File: src/rtl/hevc_dct4_mac_seq.sv
// HEVC 4x4 forward DCT row sequencer: walks the coefficient ROM with one shared
// signed multiplier-accumulator and emits Y[0..3], one per output handshake.
module hevc_dct4_mac_seq #(
  parameter int  DATA_W = 16,
  parameter int  SHIFT  = 0,
  localparam int ACC_W  = DATA_W + 10
) (
  input  logic                  clk,
  input  logic                  rst,
  input  logic                  in_valid,
  output logic                  in_ready,
  input  logic [4*DATA_W-1:0]   in_data,
  output logic [1:0]            rom_row,
  output logic [1:0]            rom_col,
  input  logic [7:0]            rom_coeff,
  output logic                  out_valid,
  input  logic                  out_ready,
  output logic [ACC_W-1:0]      out_data,
  output logic [1:0]            out_idx,
  output logic                  busy,
  output logic                  done
);

  typedef enum logic [1:0] {S_IDLE, S_MAC, S_OUT} state_t;

  // Half-LSB rounding constant; zero when no shift is requested.
  localparam int RND_SH = (SHIFT > 0) ? SHIFT - 1 : 0;
  localparam logic signed [ACC_W:0] RND = (SHIFT > 0) ? ((ACC_W+1)'(1) << RND_SH) : '0;

  state_t                   state_q, state_d;
  logic [1:0]               k_q, k_d;
  logic [1:0]               n_q, n_d;
  logic signed [ACC_W-1:0]  acc_q, acc_d;
  logic signed [ACC_W-1:0]  out_data_q, out_data_d;
  logic signed [DATA_W-1:0] x_q [4];
  logic signed [DATA_W-1:0] x_d [4];
  logic                     done_q, done_d;

  logic signed [ACC_W-1:0]  prod;
  logic signed [ACC_W-1:0]  sum;
  logic signed [ACC_W:0]    rnd_sum;

  always_comb begin
    // NOTE: every signal written here gets a default first, so no path can infer a latch.
    state_d    = state_q;
    k_d        = k_q;
    n_d        = n_q;
    acc_d      = acc_q;
    out_data_d = out_data_q;
    x_d        = x_q;
    done_d     = 1'b0;

    prod    = ACC_W'($signed(rom_coeff)) * ACC_W'(x_q[n_q]);
    sum     = acc_q + prod;
    rnd_sum = (ACC_W+1)'(sum) + RND;

    unique case (state_q)
      S_IDLE: begin
        if (in_valid) begin
          for (int i = 0; i < 4; i++) x_d[i] = in_data[i*DATA_W +: DATA_W];
          k_d     = 2'd0;
          n_d     = 2'd0;
          acc_d   = '0;
          state_d = S_MAC;
        end
      end
      S_MAC: begin
        acc_d = sum;
        if (n_q == 2'd3) begin
          // n stays at 3 so the ROM address holds its last value while in OUT.
          out_data_d = ACC_W'(rnd_sum >>> SHIFT);
          state_d    = S_OUT;
        end else begin
          n_d = n_q + 2'd1;
        end
      end
      S_OUT: begin
        if (out_ready) begin
          if (k_q != 2'd3) begin
            k_d     = k_q + 2'd1;
            n_d     = 2'd0;
            acc_d   = '0;
            state_d = S_MAC;
          end else begin
            done_d  = 1'b1;
            state_d = S_IDLE;
          end
        end
      end
      default: state_d = S_IDLE;
    endcase
  end

  always_ff @(posedge clk) begin
    // NOTE: state updates use non-blocking assignments so every flop samples pre-edge values.
    if (rst) begin
      state_q    <= S_IDLE;
      k_q        <= 2'd0;
      n_q        <= 2'd0;
      acc_q      <= '0;
      out_data_q <= '0;
      done_q     <= 1'b0;
      // NOTE: the small sample register is reset so a dropped vector leaves nothing behind.
      for (int i = 0; i < 4; i++) x_q[i] <= '0;
    end else begin
      state_q    <= state_d;
      k_q        <= k_d;
      n_q        <= n_d;
      acc_q      <= acc_d;
      out_data_q <= out_data_d;
      done_q     <= done_d;
      x_q        <= x_d;
    end
  end

  assign in_ready  = (state_q == S_IDLE);
  assign out_valid = (state_q == S_OUT);
  assign busy      = (state_q != S_IDLE);
  assign out_data  = out_data_q;
  assign out_idx   = k_q;
  assign rom_row   = k_q;
  assign rom_col   = n_q;
  assign done      = done_q;

endmodule

File: config.mk
export PLATFORM = sky130hd
export DESIGN_NAME = hevc_dct4_mac_seq
export DESIGN_NICKNAME = d
export VERILOG_FILES = /design/src/rtl/hevc_dct4_mac_seq.sv
export SDC_FILE = /design/constraint.sdc
export NUM_CORES = 1
export LEC_CHECK = 0
export ABC_CLOCK_PERIOD_IN_PS = 8750
export BUFFER_PORTS_ARGS = -buffer_cell sky130_fd_sc_hd__buf_2
export CORE_MARGIN = 2
export CORE_UTILIZATION = 40
export CTS_CLUSTER_SIZE = 25
export DETAILED_ROUTE_END_ITERATION = 8
export HOLD_SLACK_MARGIN = 0.1
export MAX_ROUTING_LAYER = met4
export PLACE_DENSITY = 0.59
export SETUP_SLACK_MARGIN = 0.05
export SLEW_MARGIN = 20
export SYNTH_ARGS = -nofsm -noshare
export SYNTH_HDL_FRONTEND = slang
export SYNTH_SLANG_ARGS = --single-unit
File: constraint.sdc
create_clock -name clk -period 8.75 [get_ports clk]
set_input_delay 1.75 -clock clk [delete_from_list [all_inputs] [get_ports clk]]
set_output_delay 1.75 -clock clk [all_outputs]
set_load 0.01 [all_outputs]
==> results.md, run 1 <==
- Most frequent cells after synthesis: nand2_1, fa_1, dfxtp_1
- Worst r2r src: rom_col[1]$_SDFFE_PP0P_
- Most frequent cell after synthesis: nand2_1
- Yosys reg bits: between 100 and 150
- Met3 usage: 2.903%
- Synth Cell Area: 0.01010 mm²
- TritonCTS buffer count: 17
- GR Util met1: 28.81%
- CTS Hold Bufs: 0
- Final setup fails: 0
- Root Buffer: clkbuf_16
- Most used routing layer: met2
- DPL Wire Length: 18830 µm
- Postcts setup bufs: 0
- Tot GR Track Use: roughly a fifth
- Setup slack, reg-to-reg: 2.40 ns
- Hold_sp: x_q[16]$_SDFFE_PP0P_
- CP Capture Type: flop
- M2 GR Usage: between 20 and 30%
- Area growth syn-to-layout: 13.67%
- Residual DRC: 0
- Initial antenna violation count: 0
- Pleak: 5.341 nW
- Worst R2R Path Depth: 18
- Fraction of layout cells with a size suffix above 1: about 15%
- Drt pass-1 iters: 5
- Hold Path Class: flop to flop
- CTS clk-pin slew, worst paths: 0.06 ns
- Worst-path cell with the longest stage delay: and2_1
- Clk buf depth: 2
- Post-synth top area share: 26.96%
- Fin. Hold Viols: 0
- Crit path cell chain: buf_2 -> and2_1 -> inv_1 -> fa_1 -> inv_1 -> fa_1 -> fa_1 -> fa_1 -> ha_1 -> ha_1 -> nand4_1 -> a2111oi_0 -> o21ai_0 -> o211ai_1 -> a22o_2 -> mux2i_1 -> nor4_1
- Largest net degree at the start of global routing: between 70 and 80
- Reg2reg end: out_data[25]$_SDFFE_PP0P_
- H-tree depth: 4
- TritonCTS clock tree: built
- Multi-input gate area: 0.006970 mm²
- ANT nets after route: 0
- Setup_tns: 0 ns
- Critical path required time: 9.06 ns
- Clk_skew: 0.01336 ns
- Top FF cell, synth: dfxtp_1
- Site Rows: 58
- Vias: 7638
- Post-place setup slack: 1.746 ns
- Vias in the first global route: between 7000 and 8000
- Critical Path Source Type: input port
- Crit Path Class: input port to flop
- Yosys cell types: 59
- Wire length per cell: 15.73 µm
- GRT Residual Overflow: 0
- VDD IR max: 0.1804 mV
- Main area contributors after synthesis: fa_1, dfxtp_1, nand2_1
- CP max stage delay: 0.64 ns
- Die ar.: 0.02653 mm²
- Critical path data arrival time: between 6 and 7 ns
- Die Ht: roughly 160 µm
- Register area share after synthesis: ~24%
- I/O pin total: ~110
- RSZ-0062 raised after global routing: no
- Worst-path fanout max: 16
- Vias per cell: 5.018
- Port Buf Inserts: ~110
- Nets@finish: approximately 1500
- Final WS setup: 2.142 ns
- Hold Path Stages: 2
- # resized after CTS: 0
- Power per cell area: 265.6 mW/mm²
- CTS sink count: 123
- GPL Wtd Cong: 0.8601
- Syn Inst Count: approximately 1100
- Initial core utilization: between 40% and 50%
- Mean area per synthesized cell: about 9 µm²
- Fill count: 2450
- Post-synth EDFFs: 0
- Ys async rst share: 0%
- Routed WL: 23940 µm
- Syn Nets: approximately 1400
- Crit path top cell by count: fa_1
- Warnings, synthesis: 0
- Slew @ Worst Pin: 0.7651 ns
- Clock Latency Late Sink: about 0.41 ns
- Slew Viols, Final: 0
- 1st-iter DRT viols: 340
- Area leader, netlist: fa_1
- Sequential Area: 0.002462 mm²
- Fin crit period: between 6 and 7 ns
- Worst Hold End: x_q[16]$_SDFFE_PP0P_
- Core footprint: 0.02496 mm²
- Max-cap violations: 0
- Die Width: approximately 160 µm
- Final Cycle Share: 75.52%
- Status: finished clean
- Peak Freq: 151.3 MHz
- First-pass GRT wire length: 40530 µm
- Rel. slew slack: 49.00%
## kinds of logic (layout without fill, tap and decap cells)
logic type      count (synthesis)  after routing  share of synthesized area [%]
simple gates                  386            386                          17.46
fa+ha+maj                     196            196                          34.40
compound gates                178            178                          10.84
buf+inv                       167            262                          6.667
flops                         123            123                          24.39
xor+xnor                       25             25                          2.169
mux                            21             21                          4.077
other cells                     0              1                              0
## worst max-delay path by stage
stage                       from                        end  slack, ns
floorplan           rom_coeff[7]     acc_q[24]$_SDFFE_PP0P_       2.41
global placement    rom_coeff[0]     acc_q[24]$_SDFFE_PP0P_       1.83
detailed placement  rom_coeff[0]  out_data[24]$_SDFFE_PP0P_       1.75
CTS                 rom_coeff[0]  out_data[25]$_SDFFE_PP0P_       2.13
global route        rom_coeff[0]  out_data[22]$_SDFFE_PP0P_       1.78
finish              rom_coeff[0]  out_data[25]$_SDFFE_PP0P_       2.14
## power by group
group	total [mW]	leakage, nW	switching, mW	internal, mW
sequential	0.658	1.00	0.0413	0.617
combinational	1.70	4.06	0.996	0.709
clock	0.686	0.282	0.262	0.424
total	3.05	5.34	1.30	1.75
## routing by layer
| layer | vias to the layer above | wire length [µm] |
|---|---|---|
| met5 | - | 0 |
| met4 | 0 | 143 |
| met3 | 12 | 853 |
| met2 | 171 | 10800 |
| met1 | 3755 | 12150 |
| li1 | 3700 | - |
## worst max-delay path: cells and delay by family
family | cells | cell delay, ns
compound gates | 4 | 0.92
simple gates | 3 | 1.06
mux | 1 | 0.07
buf+inv | 3 | 0.45
fa+ha+maj | 6 | 2.66
## metrics by stage
stage                     cells  hold slack, ns  total power [mW]  area, µm²  utilization [%]
after floorplan            1096          0.4241             1.967      10100                -
after global placement     1488          0.4379             2.345      10860            43.52
after detailed placement   1488          0.4454             2.348      10870            43.54
after CTS                  1520          0.4533             3.067      11460            45.91
after global routing       1521          0.4672             3.338      11470            45.97
final                      1522          0.4508             3.048      11480            45.98
## flip-flops by register name, summed over array words and instances, names as in the netlist
| name | count |
|---|---|
| acc_q | 26 |
| done | 1 |
| out_data | 26 |
| out_idx | 2 |
| rom_col | 2 |
| state_q | 2 |
| x_q | 64 |
## area by class of cell
type                    instances  area share [%]
clock buffers                  21           4.186
diodes                          1         0.02180
inverters                     112           3.663
flip-flops and latches        123           21.45
repair buffers                118           5.385
clock inverters                11          0.9593
multi-input cells             806           60.73
well taps                     330           3.598
## cells in the final DEF, fill, tap and decap left out, types with 5 or more instances in the layout
cell         n
and2_1      76
xnor2_1     15
xor2_1      10
a22oi_1     16
clkbuf_16   17
mux4_2      16
nor2b_1      6
inv_1      112
ha_1        60
a22o_1       6
nand3_1      8
a21o_1       6
fa_1       136
buf_4        7
nor2_1      52
dfxtp_1    123
o21ai_0     23
nand2_1    215
buf_2      110
a21oi_1     98
nand2b_1     5
No activity file was read; power rests on OpenSTA's default activity.
==> run 2: changes to the inputs <==
Settings changed: ABC_CLOCK_PERIOD_IN_PS 8750 to 6800.
Clock period 8.75 ns to 6.8 ns, I/O delays scaled along.
==> results.md, run 2 (synthesis gave the netlist of run 1 again) <==
- Worst-path fanout max: 8
- # resized after CTS: 0
- Largest net degree at the start of global routing: 75
- I/O pin total: 112
- Site Rows: 58
- Vias: 7576
- Fraction of layout cells with a size suffix above 1: 15.24%
- Root Buffer: clkbuf_16
- Final Cycle Share: 89.55%
- Residual DRC: 0
- Worst-path cell with the longest stage delay: mux4_2
- Status: finished clean
- Clk buf depth: 2
- CTS sink count: ~120
- Initial antenna violation count: 0
- Most frequent cells in the layout: nand2_1, fa_1, dfxtp_1
- Crit path top cell by count: fa_1
- Top reg by flops: x_q
- Slew Viols, Final: 0
- Tot GR Track Use: 19.72%
- Peak Freq: between 150 and 200 MHz
- Fill count: 2463
- DP Area: 0.01090 mm²
- Max-cap violations: 0
- Core footprint: 0.02496 mm²
- Area growth syn-to-layout: 14.46%
- Hold Path Class: flop to flop
- VDD IR max: 0.2235 mV
- Util after Layout: 46.30%
- Rel. slew slack: 49.44%
- GPL Wtd Cong: 0.9202
- TritonCTS clock tree: built
- Critical path required time: between 7 and 8 ns
- Initial core utilization: between 40% and 50%
- First-pass GRT wire length: 40540 µm
- Slew @ Worst Pin: around 0.76 ns
- Nets@finish: 1453
- Vias per cell: 4.971
- Clk_skew: 0.01473 ns
- Power, Total: roughly 4 mW
- Design area: 0.01156 mm²
- Fin. Hold Viols: 0
- CP max stage delay: 0.70 ns
- Vias in the first global route: 7805
- TritonCTS buffer count: 17
- CTS clk-pin slew, worst paths: approximately 0.06 ns
- Crit Path Class: flop to flop
- Power per cell area: 352.3 mW/mm²
- Most common cell after layout, fill and taps aside: nand2_1
- DPL Wire Length: 19100 µm
- RSZ-0062 raised after global routing: no
- H-tree depth: 4
- Diode count: 0
- 1st-iter DRT viols: roughly 420
- Routed WL: between 20000 and 25000 µm
- Die Width: 162.9 µm
- Wire length per cell: 15.83 µm
- Max reg flops: 64
- ANT nets after route: 0
- Port Buf Inserts: 111
- Die Ht: 162.9 µm
- Drt pass-1 iters: 5
- CTS Hold Bufs: 0
- Critical Path Source Type: flop
- CP Capture Type: flop
- Final setup fails: 0
- Fin crit period: 6.089 ns
- Pleak: 5.385 nW
- GRT Residual Overflow: 0
- Clock Latency Late Sink: just over 0.4 ns
- Setup_tns: 0 ns
- Critical path data arrival time: 6.40 ns
- Postcts setup bufs: 0
- Die ar.: 0.02653 mm²
- Crit path cell chain: mux4_2 -> and2_1 -> buf_4 -> fa_1 -> inv_1 -> fa_1 -> inv_1 -> fa_1 -> fa_1 -> ha_1 -> ha_1 -> nand3_1 -> a2111oi_0 -> o21ai_0 -> o211ai_1 -> a22o_2 -> mux2i_1 -> nor4_1
[run 2: layout make-up]
cell class	instances	area (µm²)	share of cell area, %
clock inverter	13	212.7	1.840
sequential	123	2462	21.31
timing repair buffer	121	633.1	5.478
multi-input combinational	806	6973	60.33
clock buffer	19	442.9	3.832
inverter	112	420.4	3.638
tap	330	412.9	3.573
[run 2: power breakdown]
part	internal, mW	switching [mW]	total [mW]
Sequential	0.794	0.0532	0.847
Clock	0.664	0.344	1.01
Combinational	0.920	1.30	2.22
Total	2.38	1.69	4.07
[run 2: worst paths after layout]
check	cells past startpoint	from	end	slack, ns
worst max-delay path	18	rom_col[0]$_SDFFE_PP0P_	out_data[25]$_SDFFE_PP0P_	0.71
worst min-delay path	2	x_q[14]$_SDFFE_PP0P_	x_q[14]$_SDFFE_PP0P_	0.45
worst max register to register	18	rom_col[0]$_SDFFE_PP0P_	out_data[25]$_SDFFE_PP0P_	0.71
worst min register to register	2	x_q[14]$_SDFFE_PP0P_	x_q[14]$_SDFFE_PP0P_	0.45
[run 2: per-stage QoR]
stage	hold WS, ns	setup WS (ns)	cells
floorplan	0.4241	0.8420	1096
global placement	0.4384	0.5532	1492
detailed placement	0.4438	0.4810	1492
CTS	0.4514	0.6853	1524
global route	0.4669	0.4138	1524
finish	0.4496	0.7109	1524
[run 2: worst max-delay path, delay by kind of cell (launching register included)]
kind,cells,cell delay [ns]
buffers and inverters,3,0.31
multiplexers,2,0.78
flip-flops,1,0.65
adder cells (fa/ha/maj),6,2.68
AND/OR/NAND/NOR,3,0.60
AO/OA/AOI/OAI,4,0.95
[run 2: metal layers]
| metal | global-route usage [%] | vias to the layer above | part of all wire, % |
|---|---|---|---|
| met3 | 2.827 | 12 | 4.2 |
| met4 | 3.620 | 0 | 0.62 |
| li1 | - | 3701 | - |
| met5 | - | - | 0 |
| met2 | 30.20 | 180 | 46 |
| met1 | 28.19 | 3683 | 49 |
==> run 3: changes to the inputs <==
Settings changed: CORE_MARGIN 2 to unset.
==> results.md, run 3 (synthesis gave the netlist of run 1 again) <==
- Critical path required time: 7.06 ns
- Fin crit period: just over 6 ns
- Tot GR Track Use: just over 20%
- Routed WL: 24160 µm
- Site Rows: 57
- Initial core utilization: 41.16%
- RSZ-0062 raised after global routing: no
- Die ar.: 0.02588 mm²
- Clock Latency Late Sink: 0.41 ns
- Critical Path Source Type: flop
- Hold Path Stages: 2
- Vias in the first global route: 7900
- Fin. Hold Viols: 0
- Core footprint: 0.02453 mm²
- Nets@finish: 1452
- Initial antenna violation count: 0
- Rel. slew slack: 50.72%
- Pleak: 5.363 nW
- CTS clk-pin slew, worst paths: 0.05 ns
- CTS Hold Bufs: 0
- CTS sink count: ~120
- Worst r2r src: rom_col[0]$_SDFFE_PP0P_
- Worst R2R Path Depth: 18
- Crit Path Class: flop to flop
- 1st-iter DRT viols: 340
- Reg2reg end: out_data[25]$_SDFFE_PP0P_
- Final setup fails: 0
- Die Ht: 160.9 µm
- First-pass GRT wire length: 40760 µm
- Most common cell after layout, fill and taps aside: nand2_1
- CP Capture Type: flop
- Setup slack, reg-to-reg: around 0.67 ns
- Drt pass-1 iters: 5
- Final WS setup: 0.6666 ns
- Power per cell area: 347.0 mW/mm²
- TritonCTS buffer count: 17
- Top reg by flops: x_q
- Wire length per cell: ~16 µm
- Postcts setup bufs: 0
- Most frequent cells in the layout: nand2_1, fa_1, dfxtp_1
- Critical path data arrival time: around 6.4 ns
- Hold Path Class: flop to flop
- Peak Freq: 163.0 MHz
- Power, Total: 3.991 mW
- Final Cycle Share: between 90% and 100%
- Status: finished clean
- TritonCTS clock tree: built
- Die Width: 160.9 µm
- Post-place setup slack: 0.4473 ns
- ANT nets after route: 0
- Crit path cell chain: mux4_2 -> and2_1 -> buf_4 -> fa_1 -> inv_1 -> fa_1 -> inv_1 -> fa_1 -> fa_1 -> ha_1 -> ha_1 -> nand3_1 -> a2111oi_0 -> o21ai_0 -> o211ai_1 -> a22o_2 -> mux2i_1 -> nor4_1
- CP max stage delay: 0.71 ns
- Worst-path cell with the longest stage delay: mux4_2
- Root Buffer: clkbuf_16
- GRT Residual Overflow: 0
- Crit path top cell by count: fa_1
- Port Buf Inserts: approximately 110
- Residual DRC: 0
- VDD IR max: slightly above 0.2 mV
- Clk buf depth: 2
- Slew @ Worst Pin: 0.7392 ns
- Clk_skew: around 0.011 ns
- I/O pin total: 112
- Vias per cell: 5.018
- DPL Wire Length: 19120 µm
- GPL Wtd Cong: 0.9231
- Worst-path fanout max: 9
- Slew Viols, Final: 0
- # resized after CTS: 0
- Area growth syn-to-layout: 13.89%
- Largest net degree at the start of global routing: 72
- Max reg flops: 64
- Vias: 7617
- Max-cap violations: 0
- H-tree depth: 4
- Hold_sp: x_q[24]$_SDFFE_PP0P_
- Worst Hold End: x_q[24]$_SDFFE_PP0P_
- Setup_tns: 0 ns
- Fraction of layout cells with a size suffix above 1: 15.17%
run 3: stage by stage:
stage / utilization, % / area, µm² / std cells / hold WS, ns
3_5_place_dp: 44.36 / 10880 / 1485 / 0.4454
4_1_cts: 46.85 / 11490 / 1517 / 0.4524
2_1_floorplan: - / 10100 / 1096 / 0.4241
5_1_grt: 46.86 / 11500 / 1517 / 0.4693
3_3_place_gp: 44.34 / 10880 / 1485 / 0.4365
6_report: 46.87 / 11500 / 1518 / 0.4520
run 3: power by group:
group	internal, mW	switching, mW
combinational	0.919	1.30
sequential	0.794	0.0526
clock	0.588	0.337
run 3: how the worst max path moves through the flow:
| stage | startpoint | end | cells past startpoint |
|---|---|---|---|
| floorplan | rom_col[1]$_SDFFE_PP0P_ | out_data[25]$_SDFFE_PP0P_ | 20 |
| global placement | rom_coeff[7] | out_data[25]$_SDFFE_PP0P_ | 19 |
| detailed placement | rom_coeff[0] | out_data[24]$_SDFFE_PP0P_ | 18 |
| CTS | rom_col[0]$_SDFFE_PP0P_ | out_data[25]$_SDFFE_PP0P_ | 18 |
| global route | rom_col[0]$_SDFFE_PP0P_ | out_data[25]$_SDFFE_PP0P_ | 18 |
| finish | rom_col[0]$_SDFFE_PP0P_ | out_data[25]$_SDFFE_PP0P_ | 18 |
run 3: final cells by class:
class / instances / area, µm²
fillers: 2391 / 13030
clock buffers: 19 / 442.9
clock inverters: 13 / 167.7
flip-flops and latches: 123 / 2462
inverters: 112 / 420.4
repair buffers: 120 / 625.6
well taps: 324 / 405.4
diodes: 1 / 2.502
multi-input cells: 806 / 6973
run 3: layer usage:
layer / part of all wire (%) / vias up / global-route usage (%)
met5: 0 / - / -
met4: 1.1 / 0 / 4.631
met3: 5.1 / 27 / 3.667
met2: 45 / 179 / 31.66
met1: 48 / 3719 / 27.84
li1: - / 3692 / -
run 3: worst max-delay path, delay by kind of cell (launching register included):
kind,cells,cell delay [ns]
adder cells (fa/ha/maj),6,2.67
AO/OA/AOI/OAI,4,0.94
multiplexers,2,0.90
flip-flops,1,0.67
AND/OR/NAND/NOR,3,0.47
buffers and inverters,3,0.32
